===== src/rtl/log2_x_pkg.sv =====
// Shared constants and types for the log2_x fixed-point logarithm unit.
// The optional LOG2X_DONE_EN macro is handled in log2_x_if.sv and log2_x.sv.
package log2_x_pkg;
  localparam int IW  = 5;
  localparam int FWI = 3;
  localparam int FWO = 5;
  localparam int MW  = 16;
  localparam int OW  = 6 + FWO;
  localparam int AW  = IW + FWI;
  localparam int PW  = $clog2(AW);
  localparam int CW  = $clog2(FWO + 1);

  typedef enum logic [1:0] {LOAD, NORM, ITER, DONE} state_e;

  localparam logic [OW-1:0] LOG2_ZERO_SAT = 11'b100000_00000;
endpackage


===== src/rtl/log2_x_if.sv =====
// Operand/result bundle for log2_x; `done` exists only when LOG2X_DONE_EN is defined.
interface log2_x_if;
  import log2_x_pkg::*;

  logic [IW-1:-FWI] a;
  logic [OW-1:0]    o;
`ifdef LOG2X_DONE_EN
  logic             done;

  modport master (output a, input o, input done);
  modport slave  (input a, output o, output done);
`else
  modport master (output a, input o);
  modport slave  (input a, output o);
`endif
endinterface


===== src/rtl/log2_x_lzd.sv =====
// Combinational leading-one detector: bit position of the MSB set and an all-zero flag.
module log2_x_lzd
  import log2_x_pkg::*;
(
  input  logic [AW-1:0] a_i,
  output logic [PW-1:0] pos_o,
  output logic          zero_o
);
  always_comb begin
    pos_o  = '0;
    zero_o = (a_i == '0);
    // Ascending scan so the highest set bit wins.
    for (int b = 0; b < AW; b++) begin
      if (a_i[b]) pos_o = PW'(b);
    end
  end
endmodule


===== src/rtl/log2_x.sv =====
// Free-running sequential log2: Q5.3 unsigned in, Q6.5 signed out, 8 cycles per result.
// Define LOG2X_DONE_EN to add a one-cycle `done` strobe registered alongside `o`.
module log2_x
  import log2_x_pkg::*;
(
  input  logic     clk,
  input  logic     rst,
  log2_x_if.slave  bus
);
  state_e             state_q, state_d;
  logic [AW-1:0]      a_q, a_d;
  logic signed [5:0]  k_q, k_d;
  logic               zero_q, zero_d;
  logic [MW:0]        y_q, y_d;
  logic [FWO-1:0]     frac_q, frac_d;
  logic [CW-1:0]      cnt_q, cnt_d;
  logic [OW-1:0]      o_q, o_d;
  logic               done_q, done_d;

  logic [PW-1:0]      lzd_pos;
  logic               lzd_zero;
  logic [2*MW+1:0]    sq;
  logic               sq_ge2;
  logic [MW:0]        y_norm;

  function automatic logic [OW-1:0] sat_result(input logic zero,
                                               input logic signed [5:0] k,
                                               input logic [FWO-1:0] frac);
    return zero ? LOG2_ZERO_SAT : {k, frac};
  endfunction

  log2_x_lzd u_lzd (
    .a_i    (a_q),
    .pos_o  (lzd_pos),
    .zero_o (lzd_zero)
  );

  // Full-precision square of 1.MW mantissa, truncated back to 2.MW then renormalised.
  assign sq     = (2*MW+2)'(y_q) * (2*MW+2)'(y_q);
  assign sq_ge2 = sq[2*MW+1];
  assign y_norm = {a_q, {(MW+1-AW){1'b0}}} << (PW'(AW-1) - lzd_pos);

  always_comb begin
    state_d = state_q;
    a_d     = a_q;
    k_d     = k_q;
    zero_d  = zero_q;
    y_d     = y_q;
    frac_d  = frac_q;
    cnt_d   = cnt_q;
    o_d     = o_q;
    done_d  = 1'b0;
    case (state_q)
      LOAD: begin
        a_d     = bus.a;
        state_d = NORM;
      end
      NORM: begin
        k_d     = $signed({{(6-PW){1'b0}}, lzd_pos}) - 6'sd3;
        zero_d  = lzd_zero;
        y_d     = y_norm;
        frac_d  = '0;
        cnt_d   = '0;
        state_d = ITER;
      end
      ITER: begin
        frac_d = {frac_q[FWO-2:0], sq_ge2};
        y_d    = sq_ge2 ? sq[2*MW+1:MW+1] : sq[2*MW:MW];
        cnt_d  = cnt_q + 1'b1;
        if (cnt_q == CW'(FWO-1)) state_d = DONE;
      end
      DONE: begin
        o_d     = sat_result(zero_q, k_q, frac_q);
        done_d  = 1'b1;
        state_d = LOAD;
      end
      default: state_d = LOAD;
    endcase
  end

  always_ff @(posedge clk) begin
    if (rst) begin
      state_q <= LOAD;
      a_q     <= '0;
      k_q     <= '0;
      zero_q  <= 1'b0;
      y_q     <= '0;
      frac_q  <= '0;
      cnt_q   <= '0;
      o_q     <= '0;
      done_q  <= 1'b0;
    end else begin
      state_q <= state_d;
      a_q     <= a_d;
      k_q     <= k_d;
      zero_q  <= zero_d;
      y_q     <= y_d;
      frac_q  <= frac_d;
      cnt_q   <= cnt_d;
      o_q     <= o_d;
      done_q  <= done_d;
    end
  end

  assign bus.o = o_q;
`ifdef LOG2X_DONE_EN
  assign bus.done = done_q;
`else
  logic unused_done;
  assign unused_done = done_q;
`endif
endmodule


===== src/flat_wrapper.sv =====
// flat-port wrapper written by rule: the top's interface ports become plain ports
module log2_x_flat import log2_x_pkg::*;
  (clk, rst, bus_a, bus_o);
  log2_x_if bus_i ();
  input  logic clk;
  input  logic rst;
  input wire logic [$bits(bus_i.a)-1:0] bus_a;
  output wire logic [$bits(bus_i.o)-1:0] bus_o;
  assign bus_i.a = bus_a;
  assign bus_o = bus_i.o;
  log2_x u_core (.clk(clk), .rst(rst), .bus(bus_i));
endmodule

===== config.mk =====
export PLATFORM = sky130hd
export DESIGN_NAME = log2_x_flat
export DESIGN_NICKNAME = d
export VERILOG_FILES = /design/src/rtl/log2_x_pkg.sv /design/src/rtl/log2_x_if.sv /design/src/rtl/log2_x_lzd.sv /design/src/rtl/log2_x.sv /design/src/flat_wrapper.sv
export SDC_FILE = /design/constraint.sdc
export NUM_CORES = 1
export LEC_CHECK = 0
export ABC_AREA = 1
export ABC_CLOCK_PERIOD_IN_PS = 5510
export BUFFER_PORTS_ARGS = -buffer_cell sky130_fd_sc_hd__buf_4
export CORE_MARGIN = 2
export CORE_UTILIZATION = 49
export CTS_CLUSTER_SIZE = 20
export DETAILED_ROUTE_END_ITERATION = 8
export PLACE_DENSITY = 0.76
export SETUP_SLACK_MARGIN = 0.3
export SLEW_MARGIN = 30
export SYNTH_ARGS = -nofsm -noshare
export SYNTH_HDL_FRONTEND = slang
export SYNTH_HIERARCHICAL = 1
export SYNTH_SLANG_ARGS = --single-unit

===== constraint.sdc =====
create_clock -name clk -period 5.51 [get_ports clk]
set_input_delay 0.2755 -clock clk [delete_from_list [all_inputs] [get_ports clk]]
set_output_delay 0.2755 -clock clk [all_outputs]
set_load 0.01 [all_outputs]

==> metrics <==
XOR/XNOR Fraction of Synth Area=1.498%; most used cell, CP=fa_1; Post-Syn Nets=1805; largest family of logic cells by synthesized area=adder cells; Setup WS pre-CTS=-0.3448 ns; ys async rst share=0%; P_leak=7.886 nW; crit path time final=5.708 ns; All-Layer GR Usage=24.94%; routed length per instance=15.55 um; CTS buffer count=5; drt first pass iters=6; EDFF count, synth=0; Synth Area in Simple Gates=18.48%; PnR worst setup slack=-0.1984 ns; via count=9890; clk sink count=50; starting density of the core=49.52%; Hold Fails Final Rpt=0; clock skew=0.006594 ns; Yosys top cell by area=fa_1; critical path class=flip-flop to flip-flop; DP Cell Count=1853; most common cell in the netlist=inv_1; Filler cells=1877; failing checks=negative setup slack; crit path max fanout=8; nets=1925; Worst Reg-to-Reg Cells=23; CP arrival=5.93 ns; die height=154.6 um; most frequent cells after synthesis=393 x inv_1, 343 x nand2_1, 188 x fa_1; Max clock buf depth=2; detailed-route DRC error count=0; worst path required time=5.74 ns; CTS tree=built; average size of a mapped cell=7.466 um2; fmax=0.1752 GHz; Yosys reg bits=50; H-tree levels=2; r2r endpoint=u_core/y_q[12]$_SDFFE_PP0P_; Layout Area Growth over Synthesis=24.53%; Hold Crit Class=input port to flip-flop; Detailed Place HPWL=22540 um; clk_lat worst skew=0.30 ns; Synth top area share=33.88%; Pins Over Slew Limit=0; DIE WIDTH=154.6 um; number of I/O port buffers=20; CP max stage cell=fa_1; Yosys Warn Count=6; post-synthesis adder-cell area fraction=47.28%; Placeable Area=22430 um2; slowest stage delay, CP=0.59 ns; largest net degree at the start of global routing=28; mux cell area share after synthesis=0.1802%; Post-Syn Area=11110 um2; Cell Chain, Critical Path=buf_6 > nand2_1 > fa_1 > inv_2 > fa_1 > fa_1 > fa_1 > fa_1 > inv_1 > fa_1 > inv_1 > ha_4 > nand2_8 > nor2_4 > a21oi_2 > nor2_2 > nor2_4 > buf_6 > nand3_4 > nand2_8 > a21oi_4 > nand2_2 > a21oi_2; FF-to-FF setup slack=-0.20 ns; number of global-route vias before repair=10510; Non-Filler Instances=1894; FF-to-FF Start=u_core/y_q[9]$_SDFFE_PP0P_; crit start category=flip-flop; measured slew at the worst slew-check pin=0.8627 ns; hold slack=0.1892 ns; relative slew slack=42.29%; Syn Inst Count=1488; final core area utilization=61.67%; most area-consuming cells after synthesis=fa_1 34%, ha_1 13%, inv_1 13%, nand2_1 12%, dfxtp_1 9.0%; Power Density=219.6 nW/um2; Worst-path clk slew=0.08 ns; sum of routed wire length over all layers=29450 um; sequential area share after synthesis=9.010%; Hold Path Cell Cnt=3; grt ovf=0; Final Cycle Share=103.6%; layout cell share with drive strength beyond 1=24.86%; Routability Congestion=0.9443; Post-CTS Hold Fix Bufs=0; max-capacitance violation count=0; global-route wire length before repair=48530 um; DRT iter0 DRCs=594; Hold Path End=u_core/a_q[7]$_SDFFE_PP0N_; Top FF cell, synth=dfxtp_1; Routed Antenna Nets=0; status=finished, violations left; die area=23890 um2; I/O Pins=21; Root Driver=clkbuf_16; initial antenna violation count=0; Max VDD drop=0.2270 mV; Rows=55; post-synthesis compound-gate area fraction=7.929%; RSZ-0062 raised after global routing=yes; synth unique cells=44; Final Setup Violations=18; n_diodes=0; crit path capture type=flip-flop; Vias/cell=5.222; Worst Min Path Start=bus_a[7]
-- state kept, by name (all words and copies together) (netlist names) --
| name | count |
|---|---|
| u_core/frac_q | 5 |
| u_core/zero_q | 1 |
| u_core/y_q | 17 |
| u_core/cnt_q | 3 |
| u_core/state_q | 2 |
| u_core/k_q | 4 |
| u_core/bus.o | 10 |
| u_core/a_q | 8 |
-- placed cells by master, fill, tap and decap left out, types with 6 or more instances in the layout --
master,synthesis,routed
inv_1,393,365
nand2_1,343,291
fa_1,188,175
buf_4,2,139
ha_1,119,105
nor2_1,67,52
a21oi_1,80,49
o21ai_0,50,44
nand2_2,7,40
dfxtp_1,50,37
inv_2,7,35
nand3_1,46,33
a21oi_2,2,25
nand2_4,2,16
ha_4,0,14
fa_2,0,13
dfxtp_4,0,13
nand3_2,1,12
nor2_2,2,11
buf_6,3,11
nand2_8,0,9
xnor2_1,10,9
buf_12,0,8
xor2_1,9,8
a21oi_4,0,8
nor3_2,2,7
nor2_4,1,7
o21ai_2,0,6
nand3b_1,6,6
-- metal layers --
metal	part of all wire, %	vias up	routed length [um]	track usage (%)
met2	50	368	14720	45.07
li1	-	4653	-	-
met5	0	-	0	0
met1	40	4732	11640	30.38
met4	5.3	0	1573	10.45
met3	5.2	137	1521	2.550
-- power breakdown --
part	leakage [nW]	internal, mW	switching [mW]
clock network	0.0763	0.175	0.163
logic	7.39	0.858	1.29
registers	0.418	0.446	0.104
total	7.89	1.48	1.56
-- per-stage QoR --
step                TNS, ns  power, mW  area [um2]
CTS                       0      2.858       13490
finish               -2.578      3.038       13830
detailed placement   -5.542      2.334       12510
floorplan                 0      1.808       11560
global placement     -4.349      2.292       12510
global route         -4.988      3.266       13830
-- cells by family (layout without fill, tap and decap cells) --
family / count (synthesis) / count (layout)
AND/OR/NAND/NOR: 497 / 501
buffers and inverters: 453 / 570
adder cells (fa/ha/maj): 307 / 307
AO/OA/AOI/OAI: 160 / 160
flip-flops: 50 / 50
XOR/XNOR: 19 / 19
multiplexers: 2 / 2
-- area by class of cell --
type	count	area (um2)	area share, %
clock buffer	5	125.1	0.9044
clock inverter	3	28.78	0.2080
inverter	401	1505	10.88
multi-input combinational	989	9384	67.83
sequential	50	1050	7.588
tap	285	356.6	2.578
timing repair buffer	161	1385	10.01
-- critical path, delay by kind of cell (launching register included) --
family | cells | cell delay (ns)
AOI/OAI and AO/OA | 3 | 0.38
adders and majority gates | 7 | 3.42
buffers and inverters | 5 | 0.48
DFF | 1 | 0.47
and+or+nand+nor | 8 | 0.88
-- worst max-delay path by stage --
stage	startpoint	to	slack, ns
final	u_core/y_q[9]$_SDFFE_PP0P_	u_core/y_q[12]$_SDFFE_PP0P_	-0.20
after global routing	u_core/y_q[11]$_SDFFE_PP0P_	u_core/y_q[0]$_SDFFE_PP0P_	-0.32
after CTS	u_core/y_q[11]$_SDFFE_PP0P_	u_core/y_q[4]$_SDFFE_PP0P_	0.03
after detailed placement	u_core/y_q[9]$_SDFFE_PP0P_	u_core/y_q[13]$_SDFFE_PP0P_	-0.34
after global placement	u_core/y_q[9]$_SDFFE_PP0P_	u_core/y_q[16]$_SDFFE_PP0P_	-0.30
after floorplan	u_core/y_q[5]$_SDFFE_PP0P_	u_core/y_q[0]$_SDFFE_PP0P_	0.27
-- repair_timing --
action	CTS	global route
gates resized for setup	165	81
gates cloned	5	0
pin swaps	59	44
setup endpoints to repair	18	18
setup buffers	26	2
(Power assumes the default switching activity.)
